## src/rtl/aes_pkg.sv

```systemverilog
// aes_pkg: shared GF(2^8) helpers, column type and FSM states for the MixColumns engine
package aes_pkg;
  localparam logic [7:0] AES_POLY_RED = 8'h1B;
  typedef logic [31:0] aes_col_t;
  typedef enum logic [1:0] {IDLE, BUSY, DONE} state_e;
  function automatic logic [7:0] xtime(input logic [7:0] a);
    return {a[6:0], 1'b0} ^ (a[7] ? AES_POLY_RED : 8'h00);
  endfunction
  // k is one of 1, 2, 3, 9, 0B, 0D, 0E; product assembled from the xtime chain a, 2a, 4a, 8a
  function automatic logic [7:0] gmul_const(input logic [7:0] a, input logic [3:0] k);
    logic [7:0] x2, x4, x8;
    x2 = xtime(a);
    x4 = xtime(x2);
    x8 = xtime(x4);
    return (k[0] ? a : 8'h00) ^ (k[1] ? x2 : 8'h00) ^ (k[2] ? x4 : 8'h00) ^ (k[3] ? x8 : 8'h00);
  endfunction
endpackage

```

## src/rtl/aes_mixcol_column.sv

```systemverilog
// aes_mixcol_column: combinational MixColumns / InvMixColumns of one 32-bit column
module aes_mixcol_column
  import aes_pkg::*;
(
  input  aes_col_t col_i,
  input  logic     inv_i,
  output aes_col_t col_o
);
  logic [15:0] coef;
  // circulant first row, one nibble per coefficient; row r rotates it right by r
  assign coef = inv_i ? 16'hEBD9 : 16'h2311;
  for (genvar r = 0; r < 4; r++) begin : g_row
    assign col_o[31-8*r -: 8] = gmul_const(col_i[31:24], coef[15-4*((4-r)%4) -: 4])
                              ^ gmul_const(col_i[23:16], coef[15-4*((5-r)%4) -: 4])
                              ^ gmul_const(col_i[15:8],  coef[15-4*((6-r)%4) -: 4])
                              ^ gmul_const(col_i[7:0],   coef[15-4*((7-r)%4) -: 4]);
  end
endmodule

```

## src/rtl/aes_mixcol_engine.sv

```systemverilog
// aes_mixcol_engine: handshaked sequential MixColumns / InvMixColumns, COLS_PER_CYCLE columns per cycle
module aes_mixcol_engine
  import aes_pkg::*;
#(
  parameter int COLS_PER_CYCLE = 1,
  parameter int NUM_COLS       = 4
) (
  input  logic         clk,
  input  logic         rst,
  input  logic         in_valid,
  output logic         in_ready,
  input  logic         in_inv,
  input  logic [127:0] in_state,
  output logic         out_valid,
  input  logic         out_ready,
  output logic [127:0] out_state
);
  if ((COLS_PER_CYCLE != 1 && COLS_PER_CYCLE != 2 && COLS_PER_CYCLE != 4) || NUM_COLS != 4) begin : g_bad_cfg
    $error("aes_mixcol_engine: COLS_PER_CYCLE must be 1, 2 or 4 and NUM_COLS must be 4");
  end
  localparam logic [1:0] STEP = 2'(COLS_PER_CYCLE);
  localparam logic [1:0] LAST = 2'(4 - COLS_PER_CYCLE);
  state_e     state_q, state_d;
  logic [1:0] col_idx_q, col_idx_d;
  logic       inv_q, inv_d;
  aes_col_t   work_q [4];
  aes_col_t   work_d [4];
  aes_col_t   col_in  [COLS_PER_CYCLE];
  aes_col_t   col_out [COLS_PER_CYCLE];
  logic [1:0] idx     [COLS_PER_CYCLE];
  for (genvar g = 0; g < COLS_PER_CYCLE; g++) begin : g_col
    assign idx[g]    = col_idx_q + 2'(g);
    assign col_in[g] = work_q[idx[g]];
    aes_mixcol_column u_col (.col_i(col_in[g]), .inv_i(inv_q), .col_o(col_out[g]));
  end
  always_ff @(posedge clk or posedge rst) begin
    if (rst) begin
      state_q   <= IDLE;
      col_idx_q <= '0;
      inv_q     <= 1'b0;
      work_q    <= '{default: '0};
    end else begin
      state_q   <= state_d;
      col_idx_q <= col_idx_d;
      inv_q     <= inv_d;
      work_q    <= work_d;
    end
  end
  always_comb begin
    state_d = (state_q == IDLE && in_valid)          ? BUSY :
              (state_q == BUSY && col_idx_q == LAST) ? DONE :
              (state_q == DONE && out_ready)         ? IDLE : state_q;
  end
  always_comb begin
    col_idx_d = col_idx_q;
    inv_d     = inv_q;
    work_d    = work_q;
    if (state_q == IDLE && in_valid) begin
      col_idx_d = '0;
      inv_d     = in_inv;
      for (int c = 0; c < 4; c++) work_d[c] = in_state[127-32*c -: 32];
    end else if (state_q == BUSY) begin
      col_idx_d = col_idx_q + STEP;
      for (int g = 0; g < COLS_PER_CYCLE; g++) work_d[idx[g]] = col_out[g];
    end
  end
  always_comb begin
    in_ready  = state_q == IDLE;
    out_valid = state_q == DONE;
    out_state = out_valid ? {work_q[0], work_q[1], work_q[2], work_q[3]} : '0;
  end
endmodule
```

## config.mk

```make
export PLATFORM = sky130hd
export DESIGN_NAME = aes_mixcol_engine
export DESIGN_NICKNAME = d
export VERILOG_FILES = /design/src/rtl/aes_pkg.sv /design/src/rtl/aes_mixcol_column.sv /design/src/rtl/aes_mixcol_engine.sv
export SDC_FILE = /design/constraint.sdc
export NUM_CORES = 1
export LEC_CHECK = 0
export ABC_CLOCK_PERIOD_IN_PS = 4300
export BUFFER_PORTS_ARGS = -buffer_cell sky130_fd_sc_hd__buf_4
export CAP_MARGIN = 5
export CORE_ASPECT_RATIO = 1.1
export CORE_UTILIZATION = 40
export DETAILED_ROUTE_END_ITERATION = 10
export PLACE_DENSITY = 0.75
export SLEW_MARGIN = 0
export SYNTH_ARGS = -nofsm -noshare
export SYNTH_HDL_FRONTEND = slang
export SYNTH_SLANG_ARGS = --single-unit
```

## constraint.sdc

```tcl
create_clock -name clk -period 4.3 [get_ports clk]
set_input_delay 0.215 -clock clk [delete_from_list [all_inputs] [get_ports clk]]
set_output_delay 0.215 -clock clk [all_outputs]
set_load 0.005 [all_outputs]
```

==> qor.yml, run 1 <==
clock-sinks: 133
synthMuxAreaShare: 0.0822
io_pins: 263
synth_ff_type: "dfrtp_1"
criticalPathCategory: "flop to flop"
rows: 58
grt_max_degree: 102
slew_headroom: 0.175
period_share: 0.893
worstMarginPinSlew_ns: 1.23
viasPerCell: 5.63
synth-simple-area-share: 0.104
dp.final_hpwl_mm: 23.0
drv_slew: 0
fin_skew_ns: 0.00656
core-area_mm2: 0.0229
synth_xor_area_frac: 0.232
antenna_found_initial: 0
finalHoldViolCount: 33
setup_tns_ns: 0
worstPathMaxFanout: 17
yosys_warnings: 0
grt_pass1_vias: 8133
fmax_mhz: 260
via_count: 8061
cp-end-kind: "flop"
drive_gt1_frac: 0.330
final_util: 0.528
avgSynthCellArea_um2: 10.5
synth_area_leaders: "dfrtp_1 (36%), xnor2_1 (12%), a22oi_1 (10%)"
area_growth_pct: 29.4
rsz0062_at_grt: "false"
yosys.cell_types.count: 36
clock_path_buffers: 2
finalSetupViolCount: 0
io_buffers: 262
syn_inst: 894
ant_nets: 0
firstDrtPassIters: 6
crit_path_start_kind: "flop"
min_path_type: "input pin to async pin"
grt-ovfl-total: 0
cts_tree: "yes"
synth.top_cell.area_share: 0.356
die_h_um: 162
synth_edf_count: 0
synth_compound_area_frac: 0.178
worstPathRequired_ns: 4.58
grt_pass1_wl_mm: 47.1
htree_levels: 4
start_util: 0.408
cts.reportedPaths.clkPinSlew_ns: 0.06
synth_area_leader_cell: "dfrtp_1"
arrival_ns: 4.12
synth-seq-cells: 133
root_buffer: "clkbuf_16"
syn_nets: 1031
ys_seq_area_frac: 0.356
routed_wl_mm: 31.5
die-area_mm2: 0.0240
whs_ns: -0.0345
layout_min_cycle_time_ns: 3.84
syn_area_mm2: 0.00935
outcome: "complete, but fails checks"
diodes: 0
cts_buffers: 17
clk_latency_ns: 0.43
synthAdderAreaFrac: 0.00535
violations: "hold timing"
postCtsSetupBuffers: 0
synth_top_family_by_area: "XOR/XNOR gates"
drtIter0Drc: 708
gp_congestion: 0.926
die_w_um: 148
drc_errors: 0
stdcell_area_mm2: 0.0121
nets: 1255
wl_per_cell_um: 22.0
async_flop_share: 1.00
grt_usage: 0.264
n_fill_cell: 2093
dpl-instance-area_mm2: 0.0115
maxCapViolations: 0
## registers in the layout, summed over array words and instances (netlist names)
signal	count
state_q	2
work_q	128
col_idx_q	2
inv_q	1
## area by class of cell
cell class	instances	area, µm²	area share
multi-input combinational	683	5670	0.469
sequential	133	3330	0.275
timing repair buffer	279	2100	0.173
clock buffer	24	482	0.0398
tap	300	375	0.0310
clock inverter	8	123	0.0101
inverter	4	20.0	0.00165
## placed cells by master (no fill, tap or decap), drive strengths merged
cell type / n
a21o: 1
a21oi: 7
a22o: 1
a22oi: 128
and2: 129
buf: 278
bufinv: 3
clkbuf: 24
clkinv: 2
clkinvlp: 3
dfrtp: 133
dlygate4sd3: 1
ha: 4
inv: 4
mux2: 2
mux2i: 1
mux4: 32
nand2: 34
nand2b: 1
nor2: 3
nor2b: 1
o21ai: 128
o21bai: 1
xnor2: 146
xnor3: 4
xor2: 58
xor3: 2
## synthesized netlist by cell type, types with 7 or more instances
| cell | number |
|---|---|
| xnor2_1 | 126 |
| o21ai_1 | 35 |
| o21ai_0 | 93 |
| xor2_1 | 53 |
| mux4_2 | 28 |
| clkbuf_1 | 54 |
| dfrtp_1 | 133 |
| nand2_1 | 33 |
| a22oi_1 | 128 |
| a21oi_1 | 7 |
| and2_1 | 129 |
| xnor2_2 | 16 |
## final timing paths
path	startpoint	endpoint	slack, ns	cells past startpoint
max in group asynchronous	rst	col_idx_q[0]	3.27	3
min in group clk	in_state[33]	work_q[33]	0.03	3
setup reg to reg	col_idx_q[1]	work_q[29]	0.46	9
hold / removal	rst	work_q[7]	-0.03	2
hold reg to reg	work_q[49]	work_q[49]	0.52	2
setup / recovery	col_idx_q[1]	work_q[29]	0.46	9
## stage by stage
stage,instances,setup slack [ns]
after floorplan,894,0.531
after global placement,1398,0.400
after detailed placement,1398,0.403
after CTS,1431,0.394
after global routing,1431,0.267
final,1431,0.461
## metal layers
layer,track usage,vias to the layer above,share of wire
met5,0,-,0
met4,0.0998,0,0.024
met3,0.0529,55,0.072
met2,0.448,395,0.50
met1,0.332,4021,0.40
li1,-,3590,-
## worst max-delay path: stages (launching register included)
cell and delay [ns]:
dfrtp_2 0.72, buf_4 0.36, mux4_2 0.54, xor2_2 0.31
xnor3_1 0.53, xnor2_1 0.21, nand2_2 0.15, xnor2_2 0.18
xnor2_1 0.49, o21ai_0 0.18
## repair_timing
action / CTS / global route
gates resized for setup: 0 / 0
hold endpoints to repair: 1 / 0
hold buffers: 1 / 0
## cell families after synthesis
family | count (synthesis)
AND/OR/NAND/NOR | 168
XOR/XNOR | 210
AO/OA/AOI/OAI | 266
multiplexers | 35
flip-flops | 133
buffers and inverters | 78
adder cells (fa/ha/maj) | 4
Power of run 1 is left out: the tool's default activity adds up to more than one toggle a clock period on the data nets, which glitch-free logic cannot reach.
==> inputs of run 2 (changes only) <==
--- a/config.mk
+++ b/config.mk
@@ -10,6 +10,7 @@
 export CAP_MARGIN = 5
 export CORE_ASPECT_RATIO = 1.1
 export CORE_UTILIZATION = 40
+export CTS_BUF_LIST = sky130_fd_sc_hd__clkbuf_2
 export DETAILED_ROUTE_END_ITERATION = 10
 export PLACE_DENSITY = 0.75
 export SLEW_MARGIN = 0
==> run 2 against run 1 <==
The run now ends clean; setup slack worse by 0.086 ns; die area is the same; core utilization grew 4.1 points; count of clock-buffer cells in the layout is 3 lower; final area rose by 7.8%; critical path depth unchanged; wire length grew 6.5%; first-iteration DRC count up 10%; via count rose by 8.1%; register-to-register slack worse by 0.09 ns; clock skew increased by 0.036 ns; fmax is 2.2% lower.
==> qor.yml, run 2 (synthesized netlist as in run 1, its figures left out) <==
outcome: "finished, final reports clean"  # was complete, but fails checks
regToRegSetupSlack_ns: 0.38  # was 0.46 ns
start_util: 0.408  # unchanged
htree_levels: 4  # unchanged
drive_gt1_frac: 0.296  # was 0.330
clock-sinks: 133  # unchanged
area_growth_pct: 39.6  # was 29.4%
cts_buffers: 17  # unchanged
grt_usage: 0.277  # was 0.264
io_pins: 263  # unchanged
crit_path_start_kind: "flop"  # unchanged
arrival_ns: 4.51  # was 4.12 ns
routed_wl_mm: 33.5  # was 31.5 mm
grt_pass1_wl_mm: 49.9  # was 47.1 mm
cp-end-kind: "flop"  # unchanged
slew_headroom: 0.147  # was 0.175
die_w_um: 148  # unchanged
worstPathRequired_ns: 4.88  # was 4.58 ns
drc_errors: 0  # unchanged
final_common_cell: "buf_4"  # unchanged
period_share: 0.913  # was 0.893
dp.final_hpwl_mm: 23.0  # unchanged
drtIter0Drc: 780  # was 708
firstDrtPassIters: 6  # unchanged
rsz0062_at_grt: "false"  # unchanged
finalSetupViolCount: 0  # unchanged
cts_tree: "yes"  # unchanged
worstPathMaxFanout: 17  # unchanged
wl_per_cell_um: 21.5  # was 22.0 µm
top_register: "work_q"  # unchanged
finalHoldViolCount: 0  # was 33
io_buffers: 262  # unchanged
clock_path_buffers: 2  # unchanged
largest_reg_flops: 128  # unchanged
postCtsSetupBuffers: 0  # unchanged
viasPerCell: 5.57  # was 5.63
min_path_type: "input pin to async pin"  # unchanged
fin_skew_ns: 0.0421  # was 0.00656 ns
die-area_mm2: 0.0240  # unchanged
maxCapViolations: 0  # unchanged
layout_min_cycle_time_ns: 3.92  # was 3.84 ns
grt_max_degree: 102  # unchanged
setup_tns_ns: 0  # unchanged
worstMarginPinSlew_ns: 1.28  # was 1.23 ns
gp_congestion: 0.926  # unchanged
rows: 58  # unchanged
criticalPathCategory: "flop to flop"  # unchanged
drv_slew: 0  # unchanged
rr_worst_depth: 9  # unchanged
grt_pass1_vias: 8957  # was 8133
fmax_mhz: 255  # was 260 MHz
via_count: 8712  # was 8061
antenna_found_initial: 1  # was 0
grt-ovfl-total: 0  # unchanged
cts.reportedPaths.clkPinSlew_ns: 0.20  # was 0.06 ns
crit_start: "col_idx_q[1]"  # unchanged
root_buffer: "clkbuf_2"  # was clkbuf_16
ant_nets: 0  # unchanged
r2r-start: "col_idx_q[1]"  # unchanged
r2r_end: "work_q[29]"  # unchanged
critPathCapture: "work_q[29]"  # unchanged
core-area_mm2: 0.0229  # unchanged
final_cell_mix: "buf_4 (278), dlygate4sd3_1 (132), dfrtp_1 (131)"  # was buf_4 (278), dfrtp_1 (131), a22oi_1 (128), and2_1 (128), xnor2_1 (126)
die_h_um: 162  # unchanged
nets: 1386  # was 1255
largestRegisters: "work_q x128, col_idx_q x2, state_q x2"  # unchanged
clk_latency_ns: 0.72  # was 0.43 ns
## run 2: critical path: stages (launching register included)
cell and delay [ns]:
dfrtp_2 0.78, buf_4 0.35, mux4_2 0.54, xor2_2 0.31, xnor3_1 0.54, xnor2_1 0.22, nand2_2 0.15, xnor2_2 0.18
xnor2_1 0.51, o21ai_0 0.18
## run 2: cell type report
class | count | area, µm²
fill | 1945 | 9880
multi-input combinational | 683 | 5670
timing repair buffer | 410 | 3410
sequential | 133 | 3330
tap | 300 | 375
clock inverter | 11 | 134
clock buffer | 21 | 105
inverter | 4 | 20.0
antenna | 1 | 2.50
## run 2: layer usage
layer  track usage  wire (µm)  vias to the layer above  part of all wire
met4         0.123       1080                        0             0.032
li1              -          -                     3852                 -
met1         0.335      12800                     4283              0.38
met2         0.480      17000                      483              0.51
met3        0.0535       2640                       94             0.079
met5             0          0                        -                 0
## run 2: worst min-delay path by stage
| stage | start | to | slack [ns] | depth (start not counted) |
|---|---|---|---|---|
| after CTS | out_ready | state_q[1] | 0.17 | 3 |
| after floorplan | out_ready | state_q[1] | 0.30 | 1 |
| after detailed placement | out_ready | state_q[1] | 0.40 | 2 |
| after global placement | out_ready | state_q[1] | 0.40 | 2 |
| after global routing | out_ready | state_q[1] | 0.16 | 3 |
| final | rst | work_q[7] | 0.18 | 3 |
## run 2: per-stage QoR
step	hold slack (ns)	std cells	cell area, µm²	util	setup slack [ns]
2_1_floorplan	0.305	894	9350	-	0.531
3_3_place_gp	0.402	1398	11500	0.501	0.400
3_5_place_dp	0.403	1398	11500	0.501	0.403
4_1_cts	0.174	1562	13000	0.569	0.376
5_1_grt	0.162	1563	13000	0.569	0.258
6_report	0.183	1563	13000	0.569	0.376
## run 2: repair_timing
action,in CTS,in global routing
gates resized for setup,0,0
endpoints found under the hold margin,232,0
hold buffers,132,0
Power of run 2 is left out for the same reason.
==> inputs of run 3 (changes only) <==
--- a/config.mk
+++ b/config.mk
@@ -8,12 +8,15 @@
 export ABC_CLOCK_PERIOD_IN_PS = 4300
 export BUFFER_PORTS_ARGS = -buffer_cell sky130_fd_sc_hd__buf_4
 export CAP_MARGIN = 5
+export CELL_PAD_IN_SITES_DETAIL_PLACEMENT = 0
+export CELL_PAD_IN_SITES_GLOBAL_PLACEMENT = 2
 export CORE_ASPECT_RATIO = 1.1
-export CORE_UTILIZATION = 40
+export CORE_UTILIZATION = 34
 export CTS_BUF_LIST = sky130_fd_sc_hd__clkbuf_2
 export DETAILED_ROUTE_END_ITERATION = 10
-export PLACE_DENSITY = 0.75
+export PLACE_DENSITY = 0.95
 export SLEW_MARGIN = 0
 export SYNTH_ARGS = -nofsm -noshare
 export SYNTH_HDL_FRONTEND = slang
 export SYNTH_SLANG_ARGS = --single-unit
+export TNS_END_PERCENT = 10
==> run 3 against run 2 <==
First-iteration DRC count shrank 16%; via count fell by 0.40%; global-route usage down 3.0 points; critical endpoint is now work_q[61]; clock skew down 0.0037 ns; hold slack lost 0.044 ns; non-clock buffer count rose by 6; fmax increased by 2.9%; sequential cell count did not move.
==> qor.yml, run 3 (synthesized netlist as in run 1, its figures left out) <==
hp-start: "out_ready"
regToRegSetupSlack_ns: 0.49  # was 0.38 ns
drive_gt1_frac: 0.302  # was 0.296
clock_path_buffers: 2  # unchanged
fmax_mhz: 262  # was 255 MHz
drv_slew: 0  # unchanged
arrival_ns: 4.42  # was 4.51 ns
slew_headroom: 0.169  # was 0.147
clock-sinks: 133  # unchanged
grt-ovfl-total: 0  # unchanged
die_w_um: 160  # was 148 µm
crit_path_start_kind: "flop"  # unchanged
hold_end: "state_q[1]"
gp_congestion: 0.963  # was 0.926
outcome: "finished, final reports clean"  # unchanged
final_util: 0.490  # was 0.569
r2r_end: "work_q[61]"  # was work_q[29]
finalHoldViolCount: 0  # unchanged
grt_pass1_vias: 8861  # was 8957
grt_max_degree: 107  # was 102
worstPathMaxFanout: 18  # was 17
die-area_mm2: 0.0282  # was 0.0240 mm²
largest_reg_flops: 128  # unchanged
crit_start: "col_idx_q[1]"  # unchanged
start_util: 0.347  # was 0.408
maxCapViolations: 0  # unchanged
rsz0062_at_grt: "false"  # unchanged
nets: 1392  # was 1386
worstPathRequired_ns: 4.91  # was 4.88 ns
cts_resized: 0  # unchanged
drc_errors: 0  # unchanged
wl_per_cell_um: 21.4  # was 21.5 µm
cts_buffers: 17  # unchanged
firstDrtPassIters: 5  # was 6
cp-end-kind: "flop"  # unchanged
viasPerCell: 5.34  # was 5.57
hold_depth: 3
setup_tns_ns: 0  # unchanged
dp.final_hpwl_mm: 25.4  # was 23.0 mm
fin_skew_ns: 0.0384  # was 0.0421 ns
top_register: "work_q"  # unchanged
drtIter0Drc: 657  # was 780
htree_levels: 4  # unchanged
via_count: 8677  # was 8712
grt_usage: 0.248  # was 0.277
routed_wl_mm: 34.9  # was 33.5 mm
postCtsSetupBuffers: 0  # unchanged
final_common_cell: "buf_4"  # unchanged
grt_pass1_wl_mm: 52.7  # was 49.9 mm
cts_hold_buf: 132  # unchanged
cts_tree: "yes"  # unchanged
r2r-start: "col_idx_q[1]"  # unchanged
area_growth_pct: 41.2  # was 39.6%
ant_nets: 0  # unchanged
n_fill_cell: 2484  # was 1945
min_path_type: "input pin to flop"  # was input pin to async pin
io_buffers: 262  # unchanged
period_share: 0.887  # was 0.913
root_buffer: "clkbuf_2"  # unchanged
stdcell_area_mm2: 0.0132  # was 0.0130 mm²
cts.reportedPaths.clkPinSlew_ns: 0.24  # was 0.20 ns
rr_worst_depth: 9  # unchanged
core-area_mm2: 0.0270  # was 0.0229 mm²
antenna_found_initial: 1  # unchanged
clk_latency_ns: 0.75  # was 0.72 ns
whs_ns: 0.139  # was 0.183 ns
die_h_um: 176  # was 162 µm
rows: 63  # was 58
final_cell_mix: "buf_4 (284), dlygate4sd3_1 (132), dfrtp_1 (131)"  # was buf_4 (278), dlygate4sd3_1 (132), dfrtp_1 (131)
finalSetupViolCount: 0  # unchanged
dpl-instance-area_mm2: 0.0116  # was 0.0115 mm²
io_pins: 263  # unchanged
largestRegisters: "work_q x128, col_idx_q x2, state_q x2"  # unchanged
worstMarginPinSlew_ns: 1.24  # was 1.28 ns
layout_min_cycle_time_ns: 3.81  # was 3.92 ns
criticalPathCategory: "flop to flop"  # unchanged
[run 3: changes by cell type in the layout (fill, tap and decap cells not counted), sizes merged]
cell,delta
clkbuf,-4
clkinv,-3
buf,+6
inv,+6
clkinvlp,+1
[run 3: worst max-delay path by stage]
stage,endpoint,slack [ns],cells after the start
2_1_floorplan,col_idx_q[0],0.53,1
3_3_place_gp,work_q[61],0.68,9
3_5_place_dp,work_q[61],0.54,9
4_1_cts,work_q[61],0.48,9
5_1_grt,work_q[61],0.22,9
6_report,work_q[61],0.49,9
[run 3: final cells by class]
| type | instances | area (µm²) | share of cell area |
|---|---|---|---|
| multi-input combinational | 683 | 5670 | 0.430 |
| timing repair buffer | 416 | 3450 | 0.262 |
| sequential | 133 | 3330 | 0.252 |
| tap | 357 | 447 | 0.0338 |
| clock inverter | 15 | 193 | 0.0146 |
| clock buffer | 17 | 85.1 | 0.00644 |
| inverter | 4 | 20.0 | 0.00152 |
| antenna | 1 | 2.50 | 0.000190 |
[run 3: stage by stage]
stage               setup slack (ns)  std cells
global route                   0.222       1626
detailed placement             0.541       1461
global placement               0.682       1461
floorplan                      0.531        894
finish                         0.487       1626
CTS                            0.477       1625
[run 3: layer usage]
| metal | vias to the layer above | track usage | wire length, µm |
|---|---|---|---|
| met5 | - | 0 | 0 |
| met4 | 0 | 0.0746 | 564 |
| met3 | 40 | 0.0380 | 1850 |
| met2 | 372 | 0.428 | 17800 |
| met1 | 4380 | 0.319 | 14700 |
| li1 | 3885 | - | - |
[run 3: critical path, stage by stage, from the launching register on]
cell     delay, ns
dfrtp_2       0.79
buf_4         0.32
mux4_1        0.49
xor2_1        0.50
xor3_2        0.48
xnor2_1       0.22
nand2_2       0.15
xnor2_2       0.32
xnor2_1       0.24
o21ai_0       0.14
Power of run 3 is left out for the same reason.
